==> src/rtl/network_pkg.sv <==
// network_pkg: shared types and helpers for the sample-rate I/O path of the
// cached dilated-causal-conv network.
// Contents: default element width W, sample_t, io_state_t FSM encoding, and
// sat_shl (saturating arithmetic left shift to a signed width).
package network_pkg;

  localparam int W = 16;

  typedef logic signed [W-1:0] sample_t;

  typedef enum logic {
    IDLE = 1'b0,
    BUSY = 1'b1
  } io_state_t;

  // Shift a sign-extended value left by sh and clamp it to a signed w-bit
  // range. The 64-bit working width holds any w+sh that is used here, so
  // the shift itself never loses bits before the clamp.
  function automatic logic signed [63:0] sat_shl(input logic signed [63:0] x,
                                                 input int                 sh,
                                                 input int                 w);
    logic signed [63:0] y;
    logic signed [63:0] hi;
    logic signed [63:0] lo;
    y  = x <<< sh;
    hi = (64'sd1 <<< (w - 1)) - 64'sd1;
    lo = -(64'sd1 <<< (w - 1));
    if (y > hi) begin
      sat_shl = hi;
    end else if (y < lo) begin
      sat_shl = lo;
    end else begin
      sat_shl = y;
    end
  endfunction

endpackage

==> src/rtl/tap_history.sv <==
// tap_history: TAPS-deep shift register for one channel; on push every tap
// moves one place toward tap 0 and inp enters tap TAPS-1.
// Ports: sample_clk, rst (async, active-high), push, inp[W], taps_out
// (TAPS*W, tap 0 = oldest in the MSBs).
module tap_history
  import network_pkg::*;
#(
  parameter int W    = 16,
  parameter int TAPS = 4
) (
  input  logic              sample_clk,
  input  logic              rst,
  input  logic              push,
  input  logic [W-1:0]      inp,
  output logic [TAPS*W-1:0] taps_out
);

  logic [W-1:0] r_taps [TAPS];

  always_ff @(posedge sample_clk or posedge rst) begin
    if (rst) begin
      for (int t = 0; t < TAPS; t++) begin
        r_taps[t] <= '0;
      end
    end else if (push) begin
      for (int t = 0; t < TAPS - 1; t++) begin
        r_taps[t] <= r_taps[t+1];
      end
      r_taps[TAPS-1] <= inp;
    end
  end

  for (genvar t = 0; t < TAPS; t++) begin : g_out
    assign taps_out[(TAPS-1-t)*W +: W] = r_taps[t];
  end

endmodule

==> src/rtl/sample_io_sequencer.sv <==
// sample_io_sequencer: per-sample conditioning, causal history, launch of one
// forward pass per sample, saturating post-shift of the result, overrun count.
// Ports: sample_in/net_result/sample_out are N_CH*W packed (ch0 in MSBs);
// window is TAPS*N_CH*W (tap 0 in MSBs); start/busy/net_done handshake with
// the core; overrun_count saturates, pass_count wraps.
module sample_io_sequencer
  import network_pkg::*;
#(
  parameter int              W         = 16,
  parameter int              N_CH      = 4,
  parameter int              TAPS      = 4,
  parameter int              IN_SHIFT  = 0,
  parameter int              OUT_SHIFT = 0,
  parameter logic [N_CH-1:0] CH_MASK   = {N_CH{1'b1}}
) (
  input  logic                   sample_clk,
  input  logic                   rst,
  input  logic [N_CH*W-1:0]      sample_in,
  input  logic                   bypass,
  output logic [TAPS*N_CH*W-1:0] window,
  output logic                   start,
  output logic                   busy,
  input  logic                   net_done,
  input  logic [N_CH*W-1:0]      net_result,
  output logic [N_CH*W-1:0]      sample_out,
  output logic [15:0]            overrun_count,
  output logic [15:0]            pass_count
);

  io_state_t r_state;
  io_state_t w_state_nxt;

  logic              r_start;
  logic [N_CH*W-1:0] r_sample_out;
  logic [15:0]       r_overrun;
  logic [15:0]       r_pass;

  logic w_push;
  logic w_start_nxt;
  logic w_latch_res;
  logic w_latch_byp;
  logic w_pass_inc;
  logic w_ovr_inc;

  logic [W-1:0]      w_cond    [N_CH];
  logic [TAPS*W-1:0] w_hist    [N_CH];
  logic [N_CH*W-1:0] w_res_sat;
  logic [N_CH*W-1:0] w_byp_sat;

  // Conditioning, saturated outputs and per-channel history.
  for (genvar ch = 0; ch < N_CH; ch++) begin : g_ch
    logic [W-1:0] w_in;
    logic [W-1:0] w_res;

    assign w_in  = sample_in[(N_CH-1-ch)*W +: W];
    assign w_res = net_result[(N_CH-1-ch)*W +: W];

    assign w_cond[ch] = CH_MASK[ch] ? W'($signed(w_in) >>> IN_SHIFT) : '0;

    assign w_res_sat[(N_CH-1-ch)*W +: W] =
      W'(sat_shl({{(64-W){w_res[W-1]}}, w_res}, OUT_SHIFT, W));
    assign w_byp_sat[(N_CH-1-ch)*W +: W] =
      W'(sat_shl({{(64-W){w_cond[ch][W-1]}}, w_cond[ch]}, OUT_SHIFT, W));

    tap_history #(
      .W    (W),
      .TAPS (TAPS)
    ) u_hist (
      .sample_clk (sample_clk),
      .rst        (rst),
      .push       (w_push),
      .inp        (w_cond[ch]),
      .taps_out   (w_hist[ch])
    );

    // Re-pack from channel-major history into the tap-major window.
    for (genvar t = 0; t < TAPS; t++) begin : g_tap
      assign window[(TAPS-1-t)*N_CH*W + (N_CH-1-ch)*W +: W] =
        w_hist[ch][(TAPS-1-t)*W +: W];
    end
  end

  always_ff @(posedge sample_clk or posedge rst) begin
    if (rst) begin
      r_state <= IDLE;
    end else begin
      r_state <= w_state_nxt;
    end
  end

  // Bypass overrides the pass sequencing: it never pushes or launches, and a
  // finished-but-unconsumed result is thrown away by returning to IDLE. A
  // pass still in flight keeps the FSM in BUSY so its completion is tracked.
  always_comb begin
    w_state_nxt = r_state;
    w_push      = 1'b0;
    w_start_nxt = 1'b0;
    w_latch_res = 1'b0;
    w_latch_byp = 1'b0;
    w_pass_inc  = 1'b0;
    w_ovr_inc   = 1'b0;
    if (bypass) begin
      w_latch_byp = 1'b1;
      if (r_state == BUSY && net_done) begin
        w_state_nxt = IDLE;
      end
    end else begin
      case (r_state)
        IDLE: begin
          w_push      = 1'b1;
          w_start_nxt = 1'b1;
          w_state_nxt = BUSY;
        end
        BUSY: begin
          if (net_done) begin
            w_latch_res = 1'b1;
            w_pass_inc  = 1'b1;
            w_push      = 1'b1;
            w_start_nxt = 1'b1;
          end else begin
            w_ovr_inc = 1'b1;
          end
        end
        default: w_state_nxt = IDLE;
      endcase
    end
  end

  always_ff @(posedge sample_clk or posedge rst) begin
    if (rst) begin
      r_start      <= 1'b0;
      r_sample_out <= '0;
      r_overrun    <= '0;
      r_pass       <= '0;
    end else begin
      r_start <= w_start_nxt;
      if (w_latch_res) begin
        r_sample_out <= w_res_sat;
      end else if (w_latch_byp) begin
        r_sample_out <= w_byp_sat;
      end
      if (w_pass_inc) begin
        r_pass <= r_pass + 16'd1;
      end
      if (w_ovr_inc && r_overrun != 16'hFFFF) begin
        r_overrun <= r_overrun + 16'd1;
      end
    end
  end

  assign start         = r_start;
  assign busy          = (r_state == BUSY) && !net_done;
  assign sample_out    = r_sample_out;
  assign overrun_count = r_overrun;
  assign pass_count    = r_pass;

endmodule

==> config.mk <==
export PLATFORM = sky130hd
export DESIGN_NAME = sample_io_sequencer
export DESIGN_NICKNAME = d
export VERILOG_FILES = /design/src/rtl/network_pkg.sv /design/src/rtl/tap_history.sv /design/src/rtl/sample_io_sequencer.sv
export SDC_FILE = /design/constraint.sdc
export NUM_CORES = 1
export LEC_CHECK = 0
export ABC_AREA = 0
export CAP_MARGIN = 25
export CORE_AREA = 2 2 187 189
export CTS_BUF_LIST = sky130_fd_sc_hd__clkbuf_4
export CTS_CLUSTER_SIZE = 10
export DETAILED_ROUTE_END_ITERATION = 12
export DIE_AREA = 0 0 189 191
export HOLD_SLACK_MARGIN = 0.15
export PLACE_DENSITY = 0.78
export SETUP_SLACK_MARGIN = 0.5
export SLEW_MARGIN = 20
export SYNTH_ARGS = -nofsm -noshare
export SYNTH_HDL_FRONTEND = slang
export SYNTH_HIERARCHICAL = 1
export SYNTH_SLANG_ARGS = --single-unit
==> constraint.sdc <==
create_clock -name sample_clk -period 3.65 [get_ports sample_clk]
set_clock_uncertainty 0.1 [all_clocks]
set_input_delay 0.5475 -clock sample_clk [delete_from_list [all_inputs] [get_ports sample_clk]]
set_output_delay 0.5475 -clock sample_clk [all_outputs]
set_load 0.005 [all_outputs]
==> flow_summary.toml, run 1 <==
[status]
status = "finished, final reports clean"

[floorplanning]
rows = 68
ioPinCount = 486
core_area_um2 = 34100
start_util_pct = 44.6
fp.dieH_um = 191
die_w_um = 189
die_area_um2 = 36100

[worst_setup_path]
path_delay_family = "buffers and inverters"
crit_path_end_kind = "output pin"
cp_slowest_cell = "clkdlybuf4s50_1"
path_cells = "nor2b_1, clkdlybuf4s50_1"
slowest_delay_ps = 610
cp_max_fo = 7
start_kind = "flip-flop"
crit_arrival_ps = 2220
crit_buf_inv = 1
critical_path_class = "flip-flop to output pin"
required_ps = 3000

[drt]
drc = 0
drt_wl_total_um = 40500
postRouteAntennaNets = 0
dr.pass1.iters = 6
via_count = 9949
wl_per_cell_um = 19.9
first_iter_violations = 465
via_per_inst = 4.90

[placement]
placed_cell_area_um2 = 20300
io_buffers = 485
place_inst = 1869
dpl_worst_slack_ps = 737
gp_congestion = 0.867
dp_hpwl_um = 29400

[finish]
area_delta_synth_final_pct = 40.7
nets = 1643
final_util_pct = 62.8
drive_gt1_share_pct = 27.5
mostFrequentLayoutCells = "clkdlybuf4s50_1, dfrtp_1, mux2_4, clkbuf_4, nand2_1"
final_area_um2 = 21400
instances_no_fill = 2030
final_common_cell = "clkdlybuf4s50_1"

[logic_synthesis]
syn_nets = 1095
synth_top_family_by_area = "multiplexers"
syn_inst = 961
synth_area_leader_cell = "dfrtp_1"
synth_simple_gate_area_share_pct = 4.02
synth.distinct_cells = 34
netlist.area_leader.share_pct = 58.2
ys_seq_area_share_pct = 58.2
yosys-top-cells-area = "dfrtp_1, mux2_4, mux2i_1"
syn_area_per_cell_um2 = 15.8
synth_xor_area_share_pct = 1.61
muxShareOfSynthArea_pct = 29.3
syn_area_um2 = 15200
synth_compound_area_share_pct = 2.25
yosysWarnings = 6
ys_ff_latch = 354
synth_adder_area_share_pct = 0.164

[timing]
worst_pin_slew_ps = 851
slew_viol_final = 0
layout_setup_ws_ps = 786
finalSetupViolations = 0
rsz0062_at_grt = "no"
max-slew-margin-rel_pct = 43.2
setup_tns_ps = 0
finalCriticalPeriod_ps = 2860
finalCritPeriodShare_pct = 78.5
hold_viol = 0
fmax_mhz = 349
whs_ps = 296

[clock_network]
clock_path_buffers = 3
clockRootBuffer = "clkbuf_4"
cts.clk_slew.worst_paths_ps = 70
cts_resized = 0
cts.sinks = 354
cts_made_buffers = 92
clk_latency_ps = 750
cts_tree = "done"
ctsHtreeMaxLevel = 3

[global_routing]
use_met2_pct = 36.2
gr-usage-met3_pct = 6.50
grt_use_met1_pct = 27.1
grt_usage_pct = 22.2
grt_pass1_wl_um = 61700
grt_busiest_layer = "met2"
grt_start_max_net_pins = 91
grt_overflow = 0
grt_pass1_vias = 10400
antenna_found_initial = 2

[power]
power.leakage_nw = 9.87
powerDensity_nw_per_um2 = 617
power_mw = 13.2
ir_drop_mv = 0.359

[min_path]
hp-class = "input port to flip-flop"

[run]
cap_violations = 0
==> path summary, 6_finish.rpt <==
check,from,endpoint,slack (ps),cells past startpoint
max in group asynchronous,rst,g_ch[2].u_hist/taps_out[4],2230,3
hold reg to reg,pass_count[15],pass_count[15],390,1
min in group asynchronous,rst,sample_out[16],420,3
setup / recovery,r_state,busy,790,2
setup reg to reg,r_state,g_ch[1].u_hist/taps_out[42],1430,5
hold / removal,sample_in[16],sample_out[16],300,3
==> metal layers <==
metal | up-vias | routed length (µm)
met5 | - | 0
li1 | 4521 | -
met4 | 0 | 1440
met1 | 4988 | 16200
met3 | 82 | 2780
met2 | 358 | 20000
==> layout make-up <==
class,count,area (µm²)
fillers,2545,12700
flip-flops and latches,354,8860
multi-input cells,547,5700
repair buffers,506,5110
clock buffers,130,976
well taps,455,569
clock inverters,28,174
inverters,8,33.8
diodes,2,5.00
==> flip-flops by register name, indices dropped and copies added (netlist names) <==
signal	cells
g_ch.u_hist/taps_out	256
overrun_count	16
pass_count	16
sample_out	64
r_state	1
start	1
==> logic make-up after synthesis <==
family                     after synthesis
and+or+nand+nor                        126
buffers and inverters                   60
AOI/OAI and AO/OA                       68
muxes                                  323
DFF                                    354
adders and majority gates                2
xor gates and xnor gates                28
==> synth_stat cells <==
library cell    n
dfrtp_1       354
mux2_4        240
nand2_1        74
o21ai_0        67
mux2i_1        64
buf_12         24
mux2_2         19
xor2_1         17
clkbuf_1       13
xnor2_1        11
inv_1           8
nand4_1         8
nor2_1          8
nor3_1          8
buf_4           7
nand3_1         7
buf_6           5
nor4_1          5
buf_2           3
and3_1          2
and4bb_2        2
ha_1            2
nand2b_1        2
and4_1          1
nand3_2         1
nand3b_4        1
nand4b_1        1
nand4bb_1       1
nor2b_1         1
nor3b_1         1
nor3b_2         1
o211ai_1        1
or2_2           1
or3_1           1
==> report_power, final <==
group          internal (mW)  switching (mW)
Sequential              4.87           0.798
Clock                   1.78            1.59
Combinational           2.90            1.27
==> worst register-to-register path: cells and delay by family, from the launching register on <==
family        cells  cell delay [ps]
buf+inv           2              730
simple gates      2              400
flops             1              490
mux               1              370
==> repair_timing <==
item                                    CTS  global route
hold buffers                              1             0
endpoints found under the hold margin    10             0
endpoints found under the setup margin    0             0
buffers inserted                          0             0
Power figures use the tool's default switching activity.
==> inputs of run 2 (changes only) <==
- CORE_AREA: 2 2 187 189 -> unset
- CORE_UTILIZATION: unset -> 43
- DIE_AREA: 0 0 189 191 -> unset
- clock period: 3.65 -> 2.3 ns (I/O delays scaled with it)
==> run 2 against run 1 <==
  * Sequential cell count stayed put
  * Die area grew 0.18%
  * Wire length rose by 37%
  * Combinational power grew 110%
  * Worst setup slack worse by 420 ps
  * Largest power group unchanged
==> flow_summary.toml, run 2 (synthesis gave the netlist of run 1 again) <==
[timing]
finalSetupViolations = 0
hold_viol = 0
max-slew-margin-rel_pct = 58.6
finalCriticalPeriod_ps = 1940
fmax_mhz = 516
finalCritPeriodShare_pct = 84.3
layout_setup_ws_ps = 362
worst_pin_slew_ps = 620
slew_viol_final = 0
rsz0062_at_grt = "yes"
setup_tns_ps = 0

[placement]
dpl_worst_slack_ps = 89.0
dp_hpwl_um = 30900
gp_congestion = 0.903
io_buffers = 485

[clock_network]
clockRootBuffer = "clkbuf_4"
cts.clk_slew.worst_paths_ps = 70
cts_tree = "done"
clock_path_buffers = 3
cts_made_buffers = 93
cts.sinks = 354
clk_latency_ps = 780
ctsHtreeMaxLevel = 3

[drt]
via_per_inst = 5.04
met1_length_um = 20300
drt_wl_total_um = 55400
first_iter_violations = 602
met2WireLength_um = 27500
top_layer_used = "met5"
drc = 0
postRouteAntennaNets = 0
wl_per_cell_um = 21.5
via_count = 13000
wl_met3_um = 3740
dr.pass1.iters = 5

[global_routing]
grt_overflow = 0
grt_pass1_wl_um = 75600
antenna_found_initial = 2
grt_pass1_vias = 13400
grt_start_max_net_pins = 104
grt_usage_pct = 27.5

[floorplanning]
core_area_um2 = 34700
ioPinCount = 486
die_area_um2 = 36200
die_w_um = 190
fp.dieH_um = 190
start_util_pct = 43.9
rows = 68

[worst_setup_path]
critical_path_class = "flip-flop to flip-flop"
cp_max_fo = 11
required_ps = 2810
start_kind = "flip-flop"
crit_arrival_ps = 2450
crit_path_end_kind = "flip-flop"
rrSetupSlack_ps = 360

[min_path]
hp-class = "input port to flip-flop"

[status]
status = "finished, final reports clean"

[power]
swShare_pct = 30.1
p_int_mw = 16.2
powerDensity_nw_per_um2 = 928
p_clk_share_pct = 24.2
seq_power_share_pct = 38.1
power.leakage_nw = 12.9
net-switching-power_mw = 6.97
combinationalPowerShare_pct = 37.7
ir_drop_mv = 0.555

[finish]
nets = 2194
largest_reg_flops = 256
regArea_um2 = 8870
mostFrequentLayoutCells = "buf_4, dfrtp_1, mux2_4, clkbuf_2, clkbuf_4"
drive_gt1_share_pct = 58.4
area_delta_synth_final_pct = 63.8
multiInputGateArea_um2 = 5750
final_common_cell = "buf_4"
nFillCells = 2136

[run]
cap_violations = 0
[run 2: changes by cell type in the layout (fill, tap and decap cells not counted), moves of 9 or more]
cell / before / now
buf_6: 0 / 26
clkdlybuf4s50_1: 484 / 130
dlygate4sd3_1: 1 / 120
buf_4: 13 / 398
buf_2: 0 / 99
buf_12: 8 / 19
clkbuf_16: 0 / 16
clkbuf_2: 0 / 236
buf_16: 0 / 9
clkinv_1: 18 / 6
[run 2: layout make-up]
class,instances,area share (%)
antenna,1,0.0100
clock buffer,138,4.15
timing repair buffer,1056,34.2
sequential,354,35.6
multi-input combinational,547,23.1
tap,455,2.28
clock inverter,15,0.497
inverter,8,0.196
[run 2: final timing paths]
path | cells past startpoint | end | from
min in group asynchronous | 2 | g_ch[1].u_hist/taps_out[17] | rst
hold reg to reg | 1 | pass_count[15] | pass_count[15]
hold / removal | 3 | sample_out[13] | sample_in[13]
max in group asynchronous | 3 | g_ch[1].u_hist/taps_out[15] | rst
setup / recovery | 7 | g_ch[0].u_hist/taps_out[50] | r_state
setup reg to reg | 7 | g_ch[0].u_hist/taps_out[50] | r_state
[run 2: critical path, stage by stage (launching register included)]
cell       delay, ps
dfrtp_2          420
nor2b_4          140
buf_4            150
nor2_4           100
buf_12           160
buf_16           200
clkbuf_16        210
mux2_4           300
[run 2: what timing repair did]
item                                   in CTS  in global routing
setup buffers                             239                154
setup endpoints to repair                 591                565
gates resized for setup                   848                408
endpoints found under the hold margin     121                  0
hold buffers                              120                  0
pin swaps                                   0                  5
gates cloned                                0                 18
[run 2: power by group through the flow]
stage / logic, mW / registers [mW] / clock network (mW)
3_5_place_dp: 6.72 / 9.12 / 0
2_1_floorplan: 2.65 / 8.93 / 0
3_3_place_gp: 6.57 / 9.05 / 0
6_report: 8.73 / 8.81 / 5.60
4_1_cts: 7.74 / 8.68 / 5.64
5_1_grt: 9.16 / 8.93 / 6.10
[run 2: routing by layer]
layer	vias to the layer above	GRT usage [%]
met5	-	0
li1	5618	-
met4	2	18.0
met1	6440	30.6
met2	669	46.4
met3	236	7.38
[run 2: per-stage QoR]
| stage | area (µm²) | cells | utilization (%) | power (mW) | hold slack (ps) |
|---|---|---|---|---|---|
| 2_1_floorplan | 15300 | 961 | - | 11.6 | 366 |
| 3_3_place_gp | 20600 | 1889 | 59.2 | 15.6 | 364 |
| 3_5_place_dp | 20600 | 1889 | 59.2 | 15.8 | 363 |
| 4_1_cts | 24100 | 2401 | 69.4 | 22.1 | 153 |
| 5_1_grt | 24900 | 2574 | 71.8 | 24.2 | 188 |
| 6_report | 24900 | 2574 | 71.8 | 23.1 | 223 |
